==> src/rtl/stream_wrr_arbiter.sv <==
// Weighted round-robin arbiter for valid/ready streams: zero-latency pass-through,
// each input may send up to its weight in consecutive beats before the turn moves on.
module stream_wrr_arbiter #(
    parameter int unsigned NumInp      = 4,
    parameter int unsigned DataWidth   = 32,
    parameter int unsigned WeightWidth = 4,
    parameter bit          LockIn      = 1'b1,
    localparam int unsigned IdxW       = (NumInp > 1) ? $clog2(NumInp) : 1
) (
    input  logic                          clk_i,
    input  logic                          rst_ni,
    input  logic                          flush_i,
    input  logic [NumInp*WeightWidth-1:0] weights_i,
    input  logic [NumInp*DataWidth-1:0]   inp_data_i,
    input  logic [NumInp-1:0]             inp_valid_i,
    output logic [NumInp-1:0]             inp_ready_o,
    output logic [DataWidth-1:0]          oup_data_o,
    output logic                          oup_valid_o,
    input  logic                          oup_ready_i,
    output logic [IdxW-1:0]               oup_idx_o
);

    typedef logic [IdxW-1:0] idx_t;

    idx_t                   ptr_q;
    logic [WeightWidth-1:0] used_q;
    logic                   lock_q;
    idx_t                   lock_idx_q;

    idx_t                   sel;
    logic                   found;
    logic [IdxW:0]          cand;
    logic [WeightWidth-1:0] weight_raw;
    logic [WeightWidth:0]   weight_eff;
    logic [WeightWidth:0]   used_next;
    logic                   hs;
    logic                   turn_done;

    // Rotating priority scan starting at ptr_q; a locked grant overrides the scan.
    // NOTE: every signal gets a default at the top of always_comb so no path leaves
    // it unassigned, which would otherwise infer a latch.
    always_comb begin
        sel   = ptr_q;
        found = 1'b0;
        cand  = '0;
        if (lock_q) begin
            sel = lock_idx_q;
        end else begin
            for (int unsigned k = 0; k < NumInp; k++) begin
                cand = {1'b0, ptr_q} + (IdxW+1)'(k);
                if (cand >= (IdxW+1)'(NumInp)) begin
                    cand = cand - (IdxW+1)'(NumInp);
                end
                if (!found && inp_valid_i[cand[IdxW-1:0]]) begin
                    sel   = cand[IdxW-1:0];
                    found = 1'b1;
                end
            end
        end
    end

    always_comb begin
        oup_valid_o = inp_valid_i[sel];
        oup_data_o  = inp_data_i[int'(sel)*DataWidth +: DataWidth];
        oup_idx_o   = sel;
        // Ready only follows oup_ready_i through the selection, never the selected valid.
        inp_ready_o = '0;
        if (|inp_valid_i) begin
            inp_ready_o[sel] = oup_ready_i;
        end
    end

    assign hs = oup_valid_o & oup_ready_i;

    // A zero weight still grants one beat per turn.
    always_comb begin
        weight_raw = weights_i[int'(sel)*WeightWidth +: WeightWidth];
        weight_eff = (weight_raw == '0) ? (WeightWidth+1)'(1) : {1'b0, weight_raw};
        used_next  = ((sel == ptr_q) ? {1'b0, used_q} : '0) + (WeightWidth+1)'(1);
        turn_done  = (used_next >= weight_eff);
    end

    // NOTE: sequential state uses non-blocking assignments only, so every register
    // samples the pre-edge values regardless of statement order.
    always_ff @(posedge clk_i) begin
        if (!rst_ni || flush_i) begin
            ptr_q      <= '0;
            used_q     <= '0;
            lock_q     <= 1'b0;
            lock_idx_q <= '0;
        end else if (hs) begin
            lock_q <= 1'b0;
            if (turn_done) begin
                ptr_q  <= (sel == idx_t'(NumInp - 1)) ? '0 : sel + idx_t'(1);
                used_q <= '0;
            end else begin
                ptr_q  <= sel;
                used_q <= used_next[WeightWidth-1:0];
            end
        end else if (LockIn && oup_valid_o && !oup_ready_i) begin
            lock_q     <= 1'b1;
            lock_idx_q <= sel;
        end
    end

endmodule

==> config.mk <==
export PLATFORM = sky130hd
export DESIGN_NAME = stream_wrr_arbiter
export DESIGN_NICKNAME = d
export VERILOG_FILES = /design/src/rtl/stream_wrr_arbiter.sv
export SDC_FILE = /design/constraint.sdc
export NUM_CORES = 1
export LEC_CHECK = 0
export CORE_MARGIN = 2
export CORE_UTILIZATION = 36
export CTS_BUF_LIST = sky130_fd_sc_hd__clkbuf_8
export DETAILED_ROUTE_END_ITERATION = 7
export GPL_ROUTABILITY_DRIVEN = 0
export PLACE_DENSITY_LB_ADDON = 0.05
export SYNTH_ARGS = -nofsm -noshare
export SYNTH_HDL_FRONTEND = slang
export SYNTH_SLANG_ARGS = --single-unit
==> constraint.sdc <==
create_clock -name clk_i -period 9.4 [get_ports clk_i]
set_clock_uncertainty 0.15 [all_clocks]
set_input_delay 1.41 -clock clk_i [delete_from_list [all_inputs] [get_ports clk_i]]
set_output_delay 1.41 -clock clk_i [all_outputs]
set_load 0.01 [all_outputs]
# Word-level counts from Yosys, hierarchy flattened

Index checks and enable logic that the tools add are counted.

Bits in registers: 9
Output and inout port bits: 39
Word-level logic and storage cells: 83

$add $sub $neg: 9
Order comparisons: 11
Equality and inequality tests: 2
Shift-type cells: 2
Mux-type cells: 37
Bitwise logic cells: 3
Reduce and logical (&&, ||, !) cells: 15

Operators by type and width:

| operator                                                           | number |
|---|---|
| variable part select 128 x 8 -> 32 bit                             | 1 |
| two-way mux 2 bit                                                  | 15 |
| two-way mux 4 bit                                                  | 4 |
| variable part select 16 x 5 -> 4 bit                               | 1 |
| less-than comparator 2 x 3 -> 1 bit (second input constant)        | 5 |
| two-way mux 1 bit                                                  | 12 |
| binary-select mux 1 bit (select 2 bit)                             | 5 |
| greater-or-equal comparator 3 bit (second input constant)          | 3 |
| subtractor 2 x 1 -> 2 bit (second input constant)                  | 4 |
| adder 2 x 2 -> 3 bit (second input constant)                       | 2 |
| adder 4 x 1 -> 5 bit (second input constant)                       | 1 |
| greater-or-equal comparator 5 x 4 -> 1 bit                         | 1 |
| logical AND 1 bit                                                  | 5 |
| logical NOT 1 bit                                                  | 5 |
| AND 4 bit                                                          | 1 |
| logical NOT 4 bit                                                  | 1 |
| OR reduction 4 bit                                                 | 1 |
| adder 2 x 1 -> 3 bit (second input constant)                       | 1 |
| greater-or-equal comparator 2 x 3 -> 1 bit (second input constant) | 1 |
| adder 2 x 1 -> 2 bit (second input constant)                       | 1 |
| demux 1 bit (select 2 bit)                                         | 1 |
| equality test 2 bit                                                | 1 |
| equality test 2 bit (second input constant)                        | 1 |
| greater-or-equal comparator 2 x 1 -> 1 bit (second input constant) | 1 |
| other kinds (5)                                                    | 5 |

# Depth between registers and ports, before layout

Gate-level depths: netlist of run 1.

Word-level depth: 25
Mapped depth: 18

# Least setup slack after synthesis of run 1

OpenSTA, ideal clock, no wires.

Path type: input to output
From: input inp_valid_i[0]
To: output inp_ready_o[3]
Arrival: 3254 ps
Required time: 7840 ps
Slack: 4586 ps
Cell stages on the path: 9
Path through: buf_2 -> or2_1 -> a21oi_2 -> a41oi_4 -> inv_2 -> buf_2 -> buf_1 -> ha_1 -> and2_1

Word-level cells in the longest chain between the ends: 22
Elaborated cells between the ends (all ways): 33
Those cells by class: 2 x order compare; 22 x mux; 1 x bitwise; 8 x reduce/logical

Ends and longest elaborated chain:

| item                                                                                                                    | line | text |
|---|---|---|
| start: declaration                                                                                                      | 15   | `input logic [NumInp-1:0] inp_valid_i,` |
| binary-select mux 1 bit (select 2 bit)                                                                                  | 54   | `if (!found && inp_valid_i[cand[IdxW-1:0]]) begin` |
| two-way mux 1 bit (implied by the code)                                                                                 | 54   |  |
| two-way mux 1 bit                                                                                                       | 54   |  |
| two-way mux 1 bit                                                                                                       | 46   | `if (lock_q) begin` |
| logical NOT 1 bit                                                                                                       | 54   |  |
| logical AND 1 bit                                                                                                       | 54   |  |
| two-way mux 1 bit                                                                                                       | 54   |  |
| two-way mux 1 bit                                                                                                       | 46   |  |
| [... 7 more ...]                                                                                                        | -    |  |
| two-way mux 2 bit *                                                                                                     | 46   |  |
| net oup_idx_o[0]                                                                                                        | 20   | `output logic [IdxW-1:0] oup_idx_o` |
| less-than comparator 2 x 3 -> 1 bit (implied by the code) or greater-or-equal comparator 2 x 1 -> 1 bit (tied branches) | 69   | `inp_ready_o[sel] = oup_ready_i;` |
| logical AND 1 bit (implied by the code)                                                                                 | 69   |  |
| two-way mux 1 bit (implied by the code)                                                                                 | 69   |  |
| demux 1 bit (select 2 bit) *                                                                                            | 69   |  |
| AND 4 bit (no source line) *                                                                                            | -    |  |
| two-way mux 4 bit *                                                                                                     | 68   | `if (\|inp_valid_i) begin` |
| end: declaration                                                                                                        | 16   | `output logic [NumInp-1:0] inp_ready_o,` |

Mark *: on every way through the listed nets, which the timed path passes. The rest lies on a longest branch. The select of a mux whose other input is x is not followed.

# Final worst setup path of run 1

From: input inp_valid_i[2]
To: output oup_data_o[10]

Word-level cells in the longest chain between the ends: 17
Elaborated cells between the ends (all ways): 26
Those cells by class: 1 x shift; 19 x mux; 6 x reduce/logical

Ends and longest elaborated chain:

| item                                     | line | text |
|---|---|---|
| binary-select mux 1 bit (select 2 bit)   | 54   |  |
| two-way mux 1 bit (implied by the code)  | 54   |  |
| two-way mux 1 bit                        | 54   |  |
| two-way mux 1 bit                        | 46   |  |
| logical NOT 1 bit                        | 54   |  |
| logical AND 1 bit                        | 54   |  |
| two-way mux 1 bit                        | 54   |  |
| two-way mux 1 bit                        | 46   |  |
| logical NOT 1 bit                        | 54   |  |
| logical AND 1 bit                        | 54   |  |
| two-way mux 1 bit                        | 54   |  |
| two-way mux 1 bit                        | 46   |  |
| logical NOT 1 bit                        | 54   |  |
| logical AND 1 bit                        | 54   |  |
| two-way mux 2 bit *                      | 54   |  |
| two-way mux 2 bit *                      | 46   |  |
| variable part select 128 x 8 -> 32 bit * | 64   | `oup_data_o = inp_data_i[int'(sel)*DataWidth +: DataWidth];` |
| end: declaration                         | 17   | `output logic [DataWidth-1:0] oup_data_o,` |

Every way passes the cells marked *; elsewhere a longest branch is shown, timed or not. The select of a mux whose other input is x is not followed.

==> metrics.cfg, run 1 <==
[timing]
rsz0062_at_grt=false
hold_slack_ns=0.360
post-route-period-util_pct=68.0
relSlewSlack_pct=40.8
setup_tns_ns=0
setup_slack_ns=3.00
fmax_mhz=156
finalSetupViolations=0
drv_slew=0
tightest_slew_ns=0.887
fin_crit_ns=6.40
hold_viol_final=0

[cells_and_area]
diodes=0
area_growth_pct=88.6
final_common_cell=clkdlybuf4s50_1
fin_nets=713
final_cell_mix=clkdlybuf4s50_1, nand2_1, a31oi_1
drive_gt1_share_pct=2.72
n_fill_cell=513

[route]
post_drt_wl_per_cell_um=15.5
remaining_drc_errors=0
drtIter0Drc=142
vias_per_cell=5.24
drt_first_pass_iters=4
postRouteAntennaNets=0
routed-via-count=3279
drt_wl_total_um=9680

[setup_path]
critPathRequiredTime_ns=7.84
end_kind=output port
slowest_stage=clkdlybuf4s50_1
cp_cell_sequence=clkdlybuf4s50_1 > nor3b_2 > nor4_1 > o31ai_4 > buf_4 > inv_1 > and3_1 > a31oi_1 > clkdlybuf4s50_1
worst_setup_path_start_kind=input pin
criticalPathCategory=in2out
crit_top_cell=clkdlybuf4s50_1
critPathBufInv=4
worst-path-max-fanout=49
cp.arrival_ns=4.84
crit_family=buffers and inverters
crit_path_max_incr_delay_ns=0.59

[die]
num_rows=28
io_pins=191
initial_utilization_pct=37.2
die_y_um=82.0
core-area_um2=5890
dieWidth_um=82.0
die_area_um2=6730

[global_routing]
grt_pass1_vias=2917
grt_usage_pct=26.1
grt_overflow=0
grt_pass1_wl_um=13800
antenna_found_initial=0
grt_max_degree=74

[power]
p_per_area_nw_per_um2=86.7
vdd_drop_max_mv=0.0681
p_leak_nw=1.71

[logic_synthesis]
syn_area_um2=2190
synth_fp_nets=545
yosysSeqAreaShare_pct=8.22
synth_seq_cells=9
yosysWarnings=0
synthCells=384
avgSynthCellArea_um2=5.71
synth.distinct_cells=49

[status]
status=completed

[clock_tree]
cts_tree=yes
cts_sinks=9
cts_resized=0
post-cts-setup-buffers=0
clock_latency_ns=0.23
cts_max_path_buffers=2
clkSlewWorstSetupHoldPaths_ns=0.04
cts_hold_buf=0
clock_tree.root_cell=clkbuf_8
cts_buffers=3
htree_levels=1

[job]
cap_violations=0

[hold_path]
hold_class=reg2reg

[placed_design]
numPortBuffers=190
dp_hpwl_um=7450
dp_slack_ns=3.04

==> layout make-up <==
type | count | area (µm²) | area share (%)
clock buffer | 3 | 41.3 | 0.998
clock inverter | 1 | 3.75 | 0.0908
timing repair buffer | 193 | 1920 | 46.5
tap | 75 | 93.8 | 2.27
inverter | 9 | 33.8 | 0.817
multi-input combinational | 336 | 1860 | 44.9
sequential | 9 | 180 | 4.36
==> flip-flops by register name, indices dropped and copies added, names as in the netlist <==
name	count
ptr_q	2
used_q	4
lock_idx_q	2
lock_q	1
==> cell families after synthesis <==
logic type	synth area share, %
simple gates	49.2
compound gates	26.7
buf+inv	7.65
fa+ha+maj	5.14
flops	8.22
xor+xnor	1.60
mux	1.54
==> worst reg2reg max path, cell delays in order, from the launching register on <==
cell and delay [ns]:
dfxtp_1 0.64, nor3b_2 0.14, nor4_1 0.47, o31ai_4 0.10
buf_4 0.30, inv_1 0.76, and3_1 0.28, a31oi_1 0.05
a31o_1 0.22, ha_1 0.26, nand2b_1 0.14, a21o_1 0.17
a21o_1 0.17, a21oi_1 0.30, a21boi_1 0.42, mux2i_1 0.23
o22ai_1 0.08
==> metrics by stage <==
stage          area (µm²)  utilization (%)  instances  power [W]
4_1_cts              4140             70.3        626   0.000359
3_3_place_gp         4090             69.5        622   0.000310
6_report             4140             70.3        626   0.000358
2_1_floorplan        2190                -        384   0.000173
3_5_place_dp         4090             69.5        622   0.000313
5_1_grt              4140             70.3        626   0.000385
==> Yosys cell counts (all sizes together) <==
library cell / instances / share of area [%]
inv: 9 / 1.5
o31a: 1 / 0.40
a41oi: 1 / 1.3
a211oi: 4 / 2.2
o311a: 1 / 0.46
a31o: 1 / 0.40
or2: 1 / 0.29
nand3: 7 / 1.6
xor2: 1 / 0.40
a21o: 3 / 1.0
o21bai: 1 / 0.34
o32a: 1 / 0.46
a32o: 2 / 0.91
a21oi: 15 / 3.6
nor4b: 2 / 0.80
and2: 7 / 2.0
a31oi: 37 / 11
xnor2: 3 / 1.2
nand2b: 8 / 2.3
a21bo: 1 / 0.46
nand2: 150 / 26
buf: 18 / 4.1
dfxtp: 9 / 8.2
clkbuf: 12 / 2.1
ha: 9 / 5.1
nor3: 1 / 0.23
o311ai: 2 / 0.80
o2111ai: 2 / 0.80
nor2: 11 / 1.9
and3: 35 / 10
o22ai: 1 / 0.29
nand3b: 2 / 0.68
nor4: 2 / 0.57
nor3b: 2 / 0.91
o21ai: 9 / 2.1
mux2i: 3 / 1.5
nor2b: 5 / 1.4
nand4: 3 / 0.86
a21boi: 1 / 0.34
o31ai: 1 / 0.34
==> routing by layer <==
layer | global-route usage (%) | up-vias | share of wire [%]
li1 | - | 1667 | -
met1 | 31.8 | 1454 | 40
met2 | 46.2 | 146 | 49
met3 | 7.25 | 12 | 9.5
met4 | 4.33 | 0 | 1.4
met5 | 0 | - | 0
==> power breakdown <==
part | switching, W | internal (W)
clock | 0.0000155 | 0.0000285
combinational | 0.000119 | 0.000152
sequential | 0.00000351 | 0.0000397
==> path summary, 6_finish.rpt <==
kind | start | endpoint | slack, ns | cells after the start
setup / recovery | inp_valid_i[2] | oup_data_o[10] | 3.00 | 9
hold / removal | used_q[1]$_SDFFE_PP0P_ | used_q[1]$_SDFFE_PP0P_ | 0.36 | 2
setup reg to reg | ptr_q[1]$_SDFFE_PP0P_ | ptr_q[1]$_SDFFE_PP0P_ | 4.37 | 16
hold reg to reg | used_q[1]$_SDFFE_PP0P_ | used_q[1]$_SDFFE_PP0P_ | 0.36 | 2
No activity file was read; power rests on OpenSTA's default activity.
==> inputs of run 2 (changes only) <==
--- a/config.mk
+++ b/config.mk
@@ -6,7 +6,7 @@
 export NUM_CORES = 1
 export LEC_CHECK = 0
 export CORE_MARGIN = 2
-export CORE_UTILIZATION = 36
+export CORE_UTILIZATION = 30
 export CTS_BUF_LIST = sky130_fd_sc_hd__clkbuf_8
 export DETAILED_ROUTE_END_ITERATION = 7
 export GPL_ROUTABILITY_DRIVEN = 0
==> constraint.sdc (replaced) <==
create_clock -name clk_i -period 5.1 [get_ports clk_i]
set_clock_uncertainty 0.15 [all_clocks]
set_input_delay 0.765 -clock clk_i [delete_from_list [all_inputs] [get_ports clk_i]]
set_output_delay 0.765 -clock clk_i [all_outputs]
set_load 0.01 [all_outputs]
==> run 2 against run 1 <==
Effect of this change: critical path depth grew 1; clock power grew 93%; die area up 19%; global-route usage decreased by 3.3 points; setup slack lost 2.7 ns; largest power group unchanged.
==> metrics.cfg, run 2 (synthesis gave the netlist of run 1 again) <==
[status]
status=completed

[global_routing]
grt_max_degree=41
grt_pass1_vias=2960
grt_pass1_wl_um=14300
grt_usage_pct=22.8
antenna_found_initial=0
grt_overflow=0

[clock_tree]
clock_tree.root_cell=clkbuf_8
cts_buffers=3
cts_hold_buf=0
clkSlewWorstSetupHoldPaths_ns=0.05
cts_resized=0
cts_max_path_buffers=2
post-cts-setup-buffers=0
htree_levels=1
cts_tree=yes
clock_latency_ns=0.24
cts_sinks=9

[route]
routed-via-count=3309
vias_per_cell=5.04
drt_first_pass_iters=4
remaining_drc_errors=0
drtIter0Drc=100
drt_wl_total_um=10000
postRouteAntennaNets=0
post_drt_wl_per_cell_um=15.3

[cells_and_area]
drive_gt1_share_pct=3.77
n_fill_cell=684
diodes=0
final_common_cell=clkdlybuf4s50_1
fin_nets=719
top_register=used_q
area_growth_pct=92.1
largest_reg_flops=4
final_cell_mix=clkdlybuf4s50_1, nand2_1, a31oi_1
instances_no_fill=656
largestRegisters=used_q: 4 flops, lock_idx_q: 2 flops, ptr_q: 2 flops

[power]
p_per_area_nw_per_um2=159
vdd_drop_max_mv=0.0679
p_leak_nw=1.74

[setup_path]
end_kind=output port
slowest_stage=clkdlybuf4s50_1
worstSetupStartpoint=inp_valid_i[0]
r2r_cells=14
critPathRequiredTime_ns=4.18
cp.arrival_ns=3.83
crit_path_max_incr_delay_ns=0.64
criticalPathCategory=in2out
cp_cell_sequence=clkdlybuf4s50_1 > nor2b_1 > o21ai_1 > a41oi_4 > buf_4 > buf_4 > nand2_1 > and3_1 > a31oi_1 > clkdlybuf4s50_1
r2r-start=lock_q$_SDFFE_PP0P_
worst_setup_path_start_kind=input pin
worst-path-max-fanout=40

[timing]
setup_slack_ns=0.353
rsz0062_at_grt=false
fmax_mhz=211
hold_viol_final=0
relSlewSlack_pct=50.5
fin_crit_ns=4.75
post-route-period-util_pct=93.1
tightest_slew_ns=0.741
finalSetupViolations=0
setup_tns_ns=0
drv_slew=0

[hold_path]
min_from=used_q[1]$_SDFFE_PP0P_
hold_class=reg2reg
hold_path_depth=2

[die]
core-area_um2=7180
initial_utilization_pct=30.5
die_y_um=89.5
num_rows=31
io_pins=191
die_area_um2=8010
dieWidth_um=89.5

[placed_design]
numPortBuffers=190
placed_cells=652
dp_slack_ns=0.357
dp_hpwl_um=7940

[job]
cap_violations=0

==> run 2: worst paths after layout <==
check,endpoint,slack [ns]
hold reg to reg,used_q[1]$_SDFFE_PP0P_,0.36
hold / removal,used_q[1]$_SDFFE_PP0P_,0.36
setup reg to reg,used_q[1]$_SDFFE_PP0P_,1.12
setup / recovery,oup_data_o[30],0.35
==> run 2: through the flow <==
step	area [µm²]	total power (W)	hold slack (ns)	util (%)
finish	4210	0.000669	0.362	58.7
global route	4210	0.000723	0.384	58.7
floorplan	2190	0.000319	0.318	-
CTS	4210	0.000674	0.356	58.7
global placement	4170	0.000581	0.343	58.0
detailed placement	4170	0.000586	0.344	58.0
==> run 2: worst max-delay path, delay by kind of cell <==
kind,cells,cell delay (ns)
and+or+nand+nor,3,0.51
AOI/OAI and AO/OA,3,0.54
buffers and inverters,4,1.99
==> run 2: power breakdown <==
part | switching [W] | total [W] | leakage [nW] | internal (W)
sequential | 0.00000668 | 0.0000797 | 0.0730 | 0.0000730
combinational | 0.000219 | 0.000505 | 1.64 | 0.000286
clock | 0.0000319 | 0.0000847 | 0.0269 | 0.0000527
total | 0.000257 | 0.000669 | 1.74 | 0.000412
==> run 2: metal layers <==
metal | global-route usage [%] | share of wire (%) | vias up
li1 | - | - | 1678
met3 | 5.45 | 8.5 | 25
met5 | 0 | 0 | -
met2 | 38.5 | 47 | 148
met1 | 28.0 | 42 | 1458
met4 | 8.68 | 3.2 | 0
==> run 2: cell type report <==
cell class | instances | area [µm²] | area share [%]
inverter | 9 | 33.8 | 0.802
timing repair buffer | 199 | 1970 | 46.8
tap | 99 | 124 | 2.94
multi-input combinational | 336 | 1860 | 44.1
clock buffer | 3 | 41.3 | 0.981
sequential | 9 | 180 | 4.28
clock inverter | 1 | 3.75 | 0.0892
==> inputs of run 3 (changes only) <==
--- a/config.mk
+++ b/config.mk
@@ -11,6 +11,7 @@
 export DETAILED_ROUTE_END_ITERATION = 7
 export GPL_ROUTABILITY_DRIVEN = 0
 export PLACE_DENSITY_LB_ADDON = 0.05
+export RECOVER_POWER = 25
 export SYNTH_ARGS = -nofsm -noshare
 export SYNTH_HDL_FRONTEND = slang
 export SYNTH_SLANG_ARGS = --single-unit
==> run 3 against run 2 <==
Effect of this change: clock power is 0.7% lower; first-iteration DRC count grew 2.0%; wire length is 0.11% lower; maximum frequency is 1.2% lower; sequential power about the same; largest power group unchanged; highest routed layer unchanged.
==> metrics.cfg, run 3 (synthesis gave the netlist of run 1 again) <==
[hold_path]
hold_class=reg2reg
hold_path_depth=2

[power]
p_per_area_nw_per_um2=159
p_leak_nw=1.74
vdd_drop_max_mv=0.0678

[clock_tree]
cts_buffers=3
cts_sinks=9
htree_levels=1
post-cts-setup-buffers=0
cts_max_path_buffers=2
cts_tree=yes
clock_tree.root_cell=clkbuf_8
clkSlewWorstSetupHoldPaths_ns=0.05
cts_hold_buf=0
clock_latency_ns=0.24
cts_resized=0

[cells_and_area]
final_common_cell=clkdlybuf4s50_1
area_growth_pct=91.6
largest_reg_flops=4
n_fill_cell=688
drive_gt1_share_pct=3.41
top_register=used_q
diodes=0
final_cell_mix=clkdlybuf4s50_1, nand2_1, a31oi_1
fin_nets=719
fin_area_um2=4200
largestRegisters=used_q: 4 flops, lock_idx_q: 2 flops, ptr_q: 2 flops

[setup_path]
cp.arrival_ns=3.89
worst_setup_path_start_kind=input pin
worst-path-max-fanout=34
r2r_cells=14
critPathRequiredTime_ns=4.18
end_kind=output port
criticalPathCategory=in2out

[die]
initial_utilization_pct=30.5
die_y_um=89.5
die_area_um2=8010
io_pins=191
dieWidth_um=89.5
core-area_um2=7180
num_rows=31

[route]
vias_per_cell=5.02
drtIter0Drc=102
routed-via-count=3294
remaining_drc_errors=0
post_drt_wl_per_cell_um=15.3
postRouteAntennaNets=0
drt_wl_total_um=10000
drt_first_pass_iters=4

[timing]
setup_tns_ns=0
setup_slack_ns=0.298
tightest_slew_ns=1.30
fmax_mhz=208
rsz0062_at_grt=false
finalSetupViolations=0
post-route-period-util_pct=94.2
relSlewSlack_pct=12.9
fin_crit_ns=4.80
drv_slew=0
hold_viol_final=0

[job]
cap_violations=0

[placed_design]
placed_area_um2=4170
dp_hpwl_um=7940
dp_slack_ns=0.357
numPortBuffers=190

[global_routing]
grt_usage_pct=22.8
grt_pass1_vias=2960
grt_overflow=0
grt_pass1_wl_um=14300
antenna_found_initial=0
grt_max_degree=41

[status]
status=completed

## run 3: cell types whose count changed in the layout (fill, tap and decap cells not counted), sizes merged
cell,before,now
clkdlybuf4s50,190,187
dlygate4sd3,0,3
buf,9,7
clkbuf,3,5
## run 3: power by group
part	leakage, nW	internal [W]	total [W]	switching, W
Clock	0.0269	0.0000527	0.0000841	0.0000314
Sequential	0.0730	0.0000730	0.0000797	0.00000666
Combinational	1.64	0.000284	0.000502	0.000218
Total	1.74	0.000410	0.000666	0.000256
## run 3: final cells by class
cell class / instances / area [µm²] / share of cell area [%]
Clock buffer: 3 / 41.3 / 0.983
Multi-Input combinational cell: 336 / 1850 / 44.1
Inverter: 9 / 33.8 / 0.805
Tap cell: 99 / 124 / 2.95
Timing Repair Buffer: 199 / 1960 / 46.8
Sequential cell: 9 / 180 / 4.29
Clock inverter: 1 / 3.75 / 0.0894
## run 3: layer usage
metal,vias up,part of all wire [%],global-route usage (%)
met5,-,0,0
met4,0,3.2,8.68
met3,25,8.1,5.45
met2,141,47,38.5
met1,1449,42,28.0
li1,1679,-,-
## run 3: worst max-delay path: stages
cell and delay, ns:
clkdlybuf4s50_1 0.60, nor3b_2 0.31, nor4_1 0.14, o31ai_4 0.48, inv_1 0.10, clkbuf_2 0.40
ha_1 0.35, and2_1 0.13, dlygate4sd3_1 0.60
## run 3: worst paths after layout
check                           endpoint              startpoint  slack, ns
setup reg to reg  used_q[1]$_SDFFE_PP0P_     lock_q$_SDFFE_PP0P_       1.07
setup / recovery          inp_ready_o[1]          inp_valid_i[2]       0.30
hold / removal    used_q[0]$_SDFFE_PP0P_  used_q[0]$_SDFFE_PP0P_       0.36
hold reg to reg   used_q[0]$_SDFFE_PP0P_  used_q[0]$_SDFFE_PP0P_       0.36
## run 3: per-stage QoR
stage / utilization (%) / std cells / power, W / hold WS [ns]
3_5_place_dp: 58.0 / 652 / 0.000586 / 0.344
2_1_floorplan: - / 384 / 0.000319 / 0.318
3_3_place_gp: 58.0 / 652 / 0.000581 / 0.343
5_1_grt: 58.5 / 656 / 0.000720 / 0.384
6_report: 58.5 / 656 / 0.000666 / 0.364
4_1_cts: 58.7 / 656 / 0.000674 / 0.356
